--- src/rtl/fifo_rd_burst_sched_pkg.sv ---
// ---------------------------------------------------------------------------
// fifo_rd_pkg
//   Shared types and helpers for the read-domain burst scheduler.
//   - rd_sched_state_e : scheduler FSM states
//   - idx_width()      : width of an index selecting one of n consumers
// ---------------------------------------------------------------------------
package fifo_rd_pkg;

    typedef enum logic [1:0] {
        S_IDLE,
        S_BURST,
        S_DRAIN
    } rd_sched_state_e;

    // A single consumer still needs a 1-bit index so the ports never collapse
    // to zero width.
    function automatic int idx_width(input int n);
        return (n > 1) ? $clog2(n) : 1;
    endfunction

endpackage

--- src/rtl/fifo_rd_burst_sched_if.sv ---
// ---------------------------------------------------------------------------
// fifo_rd_burst_sched_if
//   Bundles the FIFO read-port signals and the shared consumer bus.
//   FIFO side    : rempty, rdata (into scheduler), rinc (out of scheduler)
//   Consumer side: cons_req, cons_ready (into scheduler),
//                  cons_valid, cons_data, cons_last (out of scheduler)
//   master = the scheduler, slave = FIFO + consumers around it.
// ---------------------------------------------------------------------------
interface fifo_rd_burst_sched_if #(
    parameter int DW = 8,
    parameter int N  = 4
);
    logic          rempty;
    logic [DW-1:0] rdata;
    logic          rinc;
    logic [N-1:0]  cons_req;
    logic [N-1:0]  cons_ready;
    logic [N-1:0]  cons_valid;
    logic [DW-1:0] cons_data;
    logic          cons_last;

    modport master (
        input  rempty, rdata, cons_req, cons_ready,
        output rinc, cons_valid, cons_data, cons_last
    );

    modport slave (
        output rempty, rdata, cons_req, cons_ready,
        input  rinc, cons_valid, cons_data, cons_last
    );
endinterface

--- src/rtl/fifo_rd_burst_sched_arb.sv ---
// ---------------------------------------------------------------------------
// rr_arbiter_n
//   Combinational round-robin pick among N requesters.
//   req     in  N       request vector
//   rr_ptr  in  idx     highest-priority position this round
//   gnt_idx out idx     chosen requester (first set bit at/after rr_ptr, cyclic)
//   gnt_any out 1       at least one request present
// ---------------------------------------------------------------------------
module rr_arbiter_n
    import fifo_rd_pkg::*;
#(
    parameter int N = 4
) (
    input  logic [N-1:0]              req,
    input  logic [idx_width(N)-1:0]   rr_ptr,
    output logic [idx_width(N)-1:0]   gnt_idx,
    output logic                      gnt_any
);
    localparam int GW = idx_width(N);

    logic [N-1:0] mask;
    logic [N-1:0] masked;
    logic [N-1:0] onehot;
    logic         found;

    // Masked priority encoder: requesters at or above rr_ptr win first; when
    // none of them is asking, the lowest requester overall wraps around.
    always_comb begin
        mask    = '0;
        onehot  = '0;
        found   = 1'b0;
        gnt_idx = '0;
        for (int i = 0; i < N; i++) begin
            mask[i] = (GW'(i) >= rr_ptr);
        end
        masked = req & mask;
        for (int i = 0; i < N; i++) begin
            if (masked[i] && !found) begin
                onehot[i] = 1'b1;
                found     = 1'b1;
            end
        end
        for (int i = 0; i < N; i++) begin
            if (req[i] && !found) begin
                onehot[i] = 1'b1;
                found     = 1'b1;
            end
        end
        for (int i = 0; i < N; i++) begin
            if (onehot[i]) begin
                gnt_idx = GW'(i);
            end
        end
    end

    assign gnt_any = |req;

endmodule

--- src/rtl/fifo_rd_burst_sched.sv ---
// ---------------------------------------------------------------------------
// fifo_rd_burst_sched
//   Shares one async-FIFO read port between N consumers. A round-robin grant
//   hands a consumer a burst of up to BURST_LEN words; each popped word is
//   presented through a registered valid/ready stage to the owner only.
//   rclk     in   read-domain clock
//   rrst_n   in   async active-low reset
//   bus      master modport: rempty/rdata in, rinc out,
//            cons_req/cons_ready in, cons_valid/cons_data/cons_last out
//   grant_id out  owner of the current or most recent grant
//   busy     out  scheduler is not idle
// ---------------------------------------------------------------------------
module fifo_rd_burst_sched
    import fifo_rd_pkg::*;
#(
    parameter int DW        = 8,
    parameter int N         = 4,
    parameter int BURST_LEN = 4
) (
    input  logic                     rclk,
    input  logic                     rrst_n,
    fifo_rd_burst_sched_if.master    bus,
    output logic [idx_width(N)-1:0]  grant_id,
    output logic                     busy
);
    localparam int GW = idx_width(N);
    localparam int CW = $clog2(BURST_LEN + 1);

    localparam logic [CW-1:0] CNT_MAX  = CW'(BURST_LEN);
    localparam logic [CW-1:0] CNT_LAST = CW'(BURST_LEN - 1);
    localparam logic [GW-1:0] LAST_ID  = GW'(N - 1);

    rd_sched_state_e state;
    logic [GW-1:0]   rr_ptr;
    logic [GW-1:0]   grant_q;
    logic [CW-1:0]   burst_cnt;
    logic            out_valid;
    logic            out_last;
    logic [DW-1:0]   out_data;

    logic [GW-1:0]   arb_idx;
    logic            arb_any;
    logic            owner_req;
    logic            owner_ready;
    logic            accept;
    logic            pop;

    rr_arbiter_n #(.N(N)) u_arb (
        .req     (bus.cons_req),
        .rr_ptr  (rr_ptr),
        .gnt_idx (arb_idx),
        .gnt_any (arb_any)
    );

    // Only the granted consumer's req/ready matter; everyone else is ignored
    // until the scheduler returns to IDLE. A pop may only happen when the
    // output register is free or is being emptied by the owner this cycle.
    always_comb begin
        owner_req   = bus.cons_req[grant_q];
        owner_ready = bus.cons_ready[grant_q];
        accept      = out_valid && owner_ready;
        pop         = (state == S_BURST) && !bus.rempty && owner_req &&
                      (burst_cnt < CNT_MAX) && (!out_valid || owner_ready);
    end

    // Route the single output register to the owner's valid line.
    always_comb begin
        bus.cons_valid = '0;
        for (int i = 0; i < N; i++) begin
            bus.cons_valid[i] = out_valid && (grant_q == GW'(i));
        end
    end

    assign bus.rinc      = pop;
    assign bus.cons_data = out_data;
    assign bus.cons_last = out_last;
    assign grant_id      = grant_q;
    assign busy          = (state != S_IDLE);

    // Scheduler FSM with burst counter and output register. Grant happens in
    // IDLE only, so the first pop of a burst is always a cycle after the
    // grant. The burst counter stops at BURST_LEN because pops are gated
    // there. DRAIN keeps the last word until it is taken, then advances the
    // round-robin pointer past the owner.
    always_ff @(posedge rclk or negedge rrst_n) begin
        if (!rrst_n) begin
            state     <= S_IDLE;
            rr_ptr    <= '0;
            grant_q   <= '0;
            burst_cnt <= '0;
            out_valid <= 1'b0;
            out_last  <= 1'b0;
            out_data  <= '0;
        end else begin
            case (state)
                S_IDLE: begin
                    if (arb_any && !bus.rempty) begin
                        grant_q   <= arb_idx;
                        burst_cnt <= '0;
                        state     <= S_BURST;
                    end
                end
                S_BURST: begin
                    if (pop) begin
                        out_data  <= bus.rdata;
                        out_valid <= 1'b1;
                        out_last  <= (burst_cnt == CNT_LAST);
                        burst_cnt <= burst_cnt + 1'b1;
                    end else if (accept) begin
                        out_valid <= 1'b0;
                    end
                    if ((burst_cnt == CNT_MAX) || !owner_req ||
                        (bus.rempty && !pop)) begin
                        state <= S_DRAIN;
                    end
                end
                S_DRAIN: begin
                    if (!out_valid || accept) begin
                        out_valid <= 1'b0;
                        rr_ptr    <= (grant_q == LAST_ID) ? '0 : grant_q + 1'b1;
                        state     <= S_IDLE;
                    end
                end
                default: begin
                    state <= S_IDLE;
                end
            endcase
        end
    end

endmodule

--- src/flat_wrapper.sv ---
// flat-port wrapper written by rule: the top's interface ports become plain ports
module fifo_rd_burst_sched_flat import fifo_rd_pkg::*;
#(
    parameter int DW        = 8,
    parameter int N         = 4,
    parameter int BURST_LEN = 4
)
  (rclk, rrst_n, grant_id, busy, bus_rempty, bus_rdata, bus_cons_req, bus_cons_ready, bus_rinc, bus_cons_valid, bus_cons_data, bus_cons_last);
  fifo_rd_burst_sched_if #(.DW(DW), .N(N)) bus_i ();
  input  logic rclk;
  input  logic rrst_n;
  output logic [idx_width(N)-1:0] grant_id;
  output logic busy;
  input wire logic [$bits(bus_i.rempty)-1:0] bus_rempty;
  input wire logic [$bits(bus_i.rdata)-1:0] bus_rdata;
  input wire logic [$bits(bus_i.cons_req)-1:0] bus_cons_req;
  input wire logic [$bits(bus_i.cons_ready)-1:0] bus_cons_ready;
  output wire logic [$bits(bus_i.rinc)-1:0] bus_rinc;
  output wire logic [$bits(bus_i.cons_valid)-1:0] bus_cons_valid;
  output wire logic [$bits(bus_i.cons_data)-1:0] bus_cons_data;
  output wire logic [$bits(bus_i.cons_last)-1:0] bus_cons_last;
  assign bus_i.rempty = bus_rempty;
  assign bus_i.rdata = bus_rdata;
  assign bus_i.cons_req = bus_cons_req;
  assign bus_i.cons_ready = bus_cons_ready;
  assign bus_rinc = bus_i.rinc;
  assign bus_cons_valid = bus_i.cons_valid;
  assign bus_cons_data = bus_i.cons_data;
  assign bus_cons_last = bus_i.cons_last;
  fifo_rd_burst_sched #(.DW(DW), .N(N), .BURST_LEN(BURST_LEN)) u_core (.rclk(rclk), .rrst_n(rrst_n), .bus(bus_i), .grant_id(grant_id), .busy(busy));
endmodule
--- config.mk ---
export PLATFORM = sky130hd
export DESIGN_NAME = fifo_rd_burst_sched_flat
export DESIGN_NICKNAME = d
export VERILOG_FILES = /design/src/rtl/fifo_rd_burst_sched_pkg.sv /design/src/rtl/fifo_rd_burst_sched_if.sv /design/src/rtl/fifo_rd_burst_sched_arb.sv /design/src/rtl/fifo_rd_burst_sched.sv /design/src/flat_wrapper.sv
export SDC_FILE = /design/constraint.sdc
export NUM_CORES = 1
export LEC_CHECK = 0
export BUFFER_PORTS_ARGS = -buffer_cell sky130_fd_sc_hd__buf_2
export CAP_MARGIN = 5
export CORE_MARGIN = 4
export CORE_UTILIZATION = 53
export CTS_BUF_LIST = sky130_fd_sc_hd__clkbuf_8
export DETAILED_ROUTE_END_ITERATION = 8
export GPL_TIMING_DRIVEN = 0
export PLACE_DENSITY = 0.9
export RECOVER_POWER = 100
export SLEW_MARGIN = 20
export SYNTH_ARGS = -nofsm -noshare
export SYNTH_HDL_FRONTEND = slang
export SYNTH_SLANG_ARGS = --single-unit
--- constraint.sdc ---
create_clock -name rclk -period 2.4 [get_ports rclk]
set_clock_uncertainty 0.05 [all_clocks]
set_input_delay 0.48 -clock rclk [delete_from_list [all_inputs] [get_ports rclk]]
set_output_delay 0.48 -clock rclk [all_outputs]
set_load 0.01 [all_outputs]
==> reports/qor.txt <==
Max-Cap Viols -> 0
sequential area share after synthesis -> 40.1%
Final ANT Viol Nets -> 0
period utilisation layout -> 97.6%
Hold Vio Cnt, Final -> 0
total CTS buffers -> 3
RSZ-0062 raised after global routing -> false
Slew @ Worst Pin -> 1.01 ns
die area -> 0.00306 mm2
switching power -> 736 uW
Cell Area, Synth -> 0.00118 mm2
Main synth FF type -> dfrtp_1
Slew Limit Fails -> 0
Worst-Skew Late Latency -> 0.25 ns
yosys warns -> 0
Row Count -> 16
Slew HR -> 32.7%
crit path DAT -> 1.81 ns
Pre-Repair DR Iteration Count -> 4
synth top area cells -> dfrtp_1 (40%), ha_1 (12%), mux2_4 (8.9%)
Clock Pin Slew Worst Setup and Hold Paths -> 0.07 ns
Power Internal -> 1.12 mW
Yosys reg bits -> 19
run status -> complete, no violations
Clock Tree Root -> clkbuf_8
layout cells sized above 1 -> 42.8%
post-synthesis cell type count -> 33
htree depth -> 1
DR iter-0 viols -> 35
Period minus WS final -> 2.34 ns
sequential power share -> 33.0%
worst vdd ir -> 0.000766 V
Sw Share -> 39.6%
Post-Synthesis Cells -> 102
vias in the first global route -> 1055
Post-Syn Nets -> 132
Die Y -> 55.3 um
PD cells -> 1210 mW/mm2
area grow syn2layout -> 30.0%
crit-path max FO -> 4
CTS sink cnt -> 19
Remaining DRCs -> 0
Leak -> 0.784 nW
GRT Total Usage -> 20.3%
clock power share -> 12.0%
Die W -> 55.3 um
Comb pwr share -> 55.0%
Synth async-reset ratio -> 100%
Ports -> 36
CTS tree -> yes
largest net degree at the start of global routing -> 20
vias per cell -> 5.47
final setup violation count -> 0
DPL Wire Length -> 1990 um
Layout Utilization -> 75.4%
Avg Cell Area, Syn -> 11.6 um2
reg-to-reg endpoint -> u_core.bus.cons_data[2]
flop-to-flop setup slack -> 0.26 ns
RePlAce Congestion -> 0.802
Overflow after GRT -> 0
Worst Hold Class -> input pin to asynchronous set/reset pin
worst endpoint required time -> 1.87 ns
WL/cell -> 17.3 um
Crit Path Class -> flip-flop to output pin
top cell type's share of synthesized area -> 40.1%
Total Wirelength -> 3100 um
IO buf count -> 35
Layout Nets -> 183
CP Launch Type -> flip-flop
setup TNS -> 0 ns
antenna violations before repair -> 0
Synth area leader -> dfrtp_1
Max Clk Rate -> 0.427 GHz
element type at the critical path end -> output pin
Initial Util -> 58.0%
core area -> 0.00204 mm2
global-route wire length before repair -> 5060 um
Post-synth EDFFs -> 0
vias after detailed routing -> 980
Inserted Diodes -> 0
Register-to-Register Path Depth -> 7
clock tree buffer depth -> 2
RR Startpoint -> u_core.grant_id[1]
==> area by class of cell <==
| class | count | area (um2) |
|---|---|---|
| Multi-Input combinational cell | 70 | 663 |
| Clock inverter | 1 | 5.00 |
| Inverter | 12 | 47.5 |
| Buffer | 1 | 20.0 |
| Sequential cell | 19 | 478 |
| Fill cell | 155 | 502 |
| Tap cell | 27 | 33.8 |
| Clock buffer | 3 | 41.3 |
| Timing Repair Buffer | 46 | 251 |
==> layout by cell type, fill, tap and decap left out, types with 3 or more instances in the layout <==
cell type | synthesis | layout
inv_1 | 11 | 10
mux2i_1 | 4 | 3
buf_2 | 0 | 24
buf_4 | 0 | 11
clkbuf_1 | 0 | 10
mux2_4 | 7 | 7
and2_1 | 4 | 4
dfrtp_1 | 19 | 17
nand2b_1 | 4 | 4
ha_1 | 11 | 10
clkbuf_8 | 0 | 3
nor2_1 | 3 | 3
mux2_2 | 5 | 5
o21ai_0 | 6 | 6
a21oi_1 | 3 | 3
==> power by group through the flow <==
stage / Clock, mW / Combinational, mW / Sequential (mW)
2_1_floorplan: 0 / 0.558 / 0.630
3_3_place_gp: 0 / 0.805 / 0.602
3_5_place_dp: 0 / 0.855 / 0.614
4_1_cts: 0.221 / 0.973 / 0.600
5_1_grt: 0.234 / 1.12 / 0.631
6_report: 0.223 / 1.02 / 0.613
==> metal layers <==
layer	up-vias	share of wire [%]	global-route usage (%)
met4	0	2.7	7.99
met2	45	54	36.8
met5	-	0	0
met3	13	6.0	2.33
li1	457	-	-
met1	465	37	24.3
==> sequential cells by signal, summed over array words and instances, names as in the netlist <==
name / flops
u_core.burst_cnt: 3
u_core.bus.cons_data: 8
u_core.bus.cons_last: 1
u_core.grant_id: 2
u_core.out_valid: 1
u_core.rr_ptr: 2
u_core.state: 2
==> synthesized netlist by cell type, types with 3 or more instances <==
| cell | number |
|---|---|
| a21oi_1 | 3 |
| and2_1 | 4 |
| dfrtp_1 | 19 |
| ha_1 | 11 |
| inv_1 | 11 |
| mux2_2 | 5 |
| mux2_4 | 7 |
| mux2i_1 | 4 |
| nand2b_1 | 4 |
| nor2_1 | 3 |
| o21ai_0 | 6 |
==> through the flow <==
| step | instance area, um2 | total power, mW | setup WS, ns | hold WS (ns) | instances |
|---|---|---|---|---|---|
| 6_report | 1540 | 1.86 | 0.0573 | 0.321 | 179 |
| 5_1_grt | 1540 | 1.98 | 0.00255 | 0.408 | 179 |
| 4_1_cts | 1500 | 1.79 | 0.0350 | 0.118 | 175 |
| 3_5_place_dp | 1390 | 1.47 | 0.157 | 0.390 | 164 |
| 3_3_place_gp | 1390 | 1.41 | 0.196 | 0.381 | 164 |
| 2_1_floorplan | 1180 | 1.19 | 0.383 | 0.134 | 102 |
==> critical path, stage by stage, from the launching register on <==
cell and delay (ns):
dfrtp_2 0.46, mux2i_4 0.20, a221o_1 0.36, or2_4 0.28, inv_4 0.07, buf_12 0.10, buf_6 0.09
==> how the worst max path moves through the flow <==
stage,startpoint,end,slack (ns),cells after the start
floorplan,u_core.grant_id[0],bus_rinc,0.38,5
global placement,bus_cons_req[3],bus_rinc,0.20,7
detailed placement,u_core.grant_id[0],bus_rinc,0.16,6
CTS,u_core.grant_id[1],bus_rinc,0.04,6
global route,u_core.grant_id[1],bus_rinc,0.003,6
finish,u_core.grant_id[1],bus_rinc,0.06,6
==> cells by family after synthesis <==
| logic type | count (synthesis) | share of synthesized area [%] |
|---|---|---|
| simple gates | 20 | 10.2 |
| compound gates | 22 | 13.4 |
| mux | 17 | 18.9 |
| fa+ha+maj | 11 | 11.6 |
| buf+inv | 13 | 5.70 |
| flops | 19 | 40.1 |
==> what timing repair did <==
item | CTS | global route
hold endpoints to repair | 0 | 0
setup endpoints to repair | 1 | 1
setup buffers | 7 | 4
resized for setup | 3 | 7
pin swaps | 1 | 2
hold buffers | 0 | 0
(Power assumes the default switching activity.)
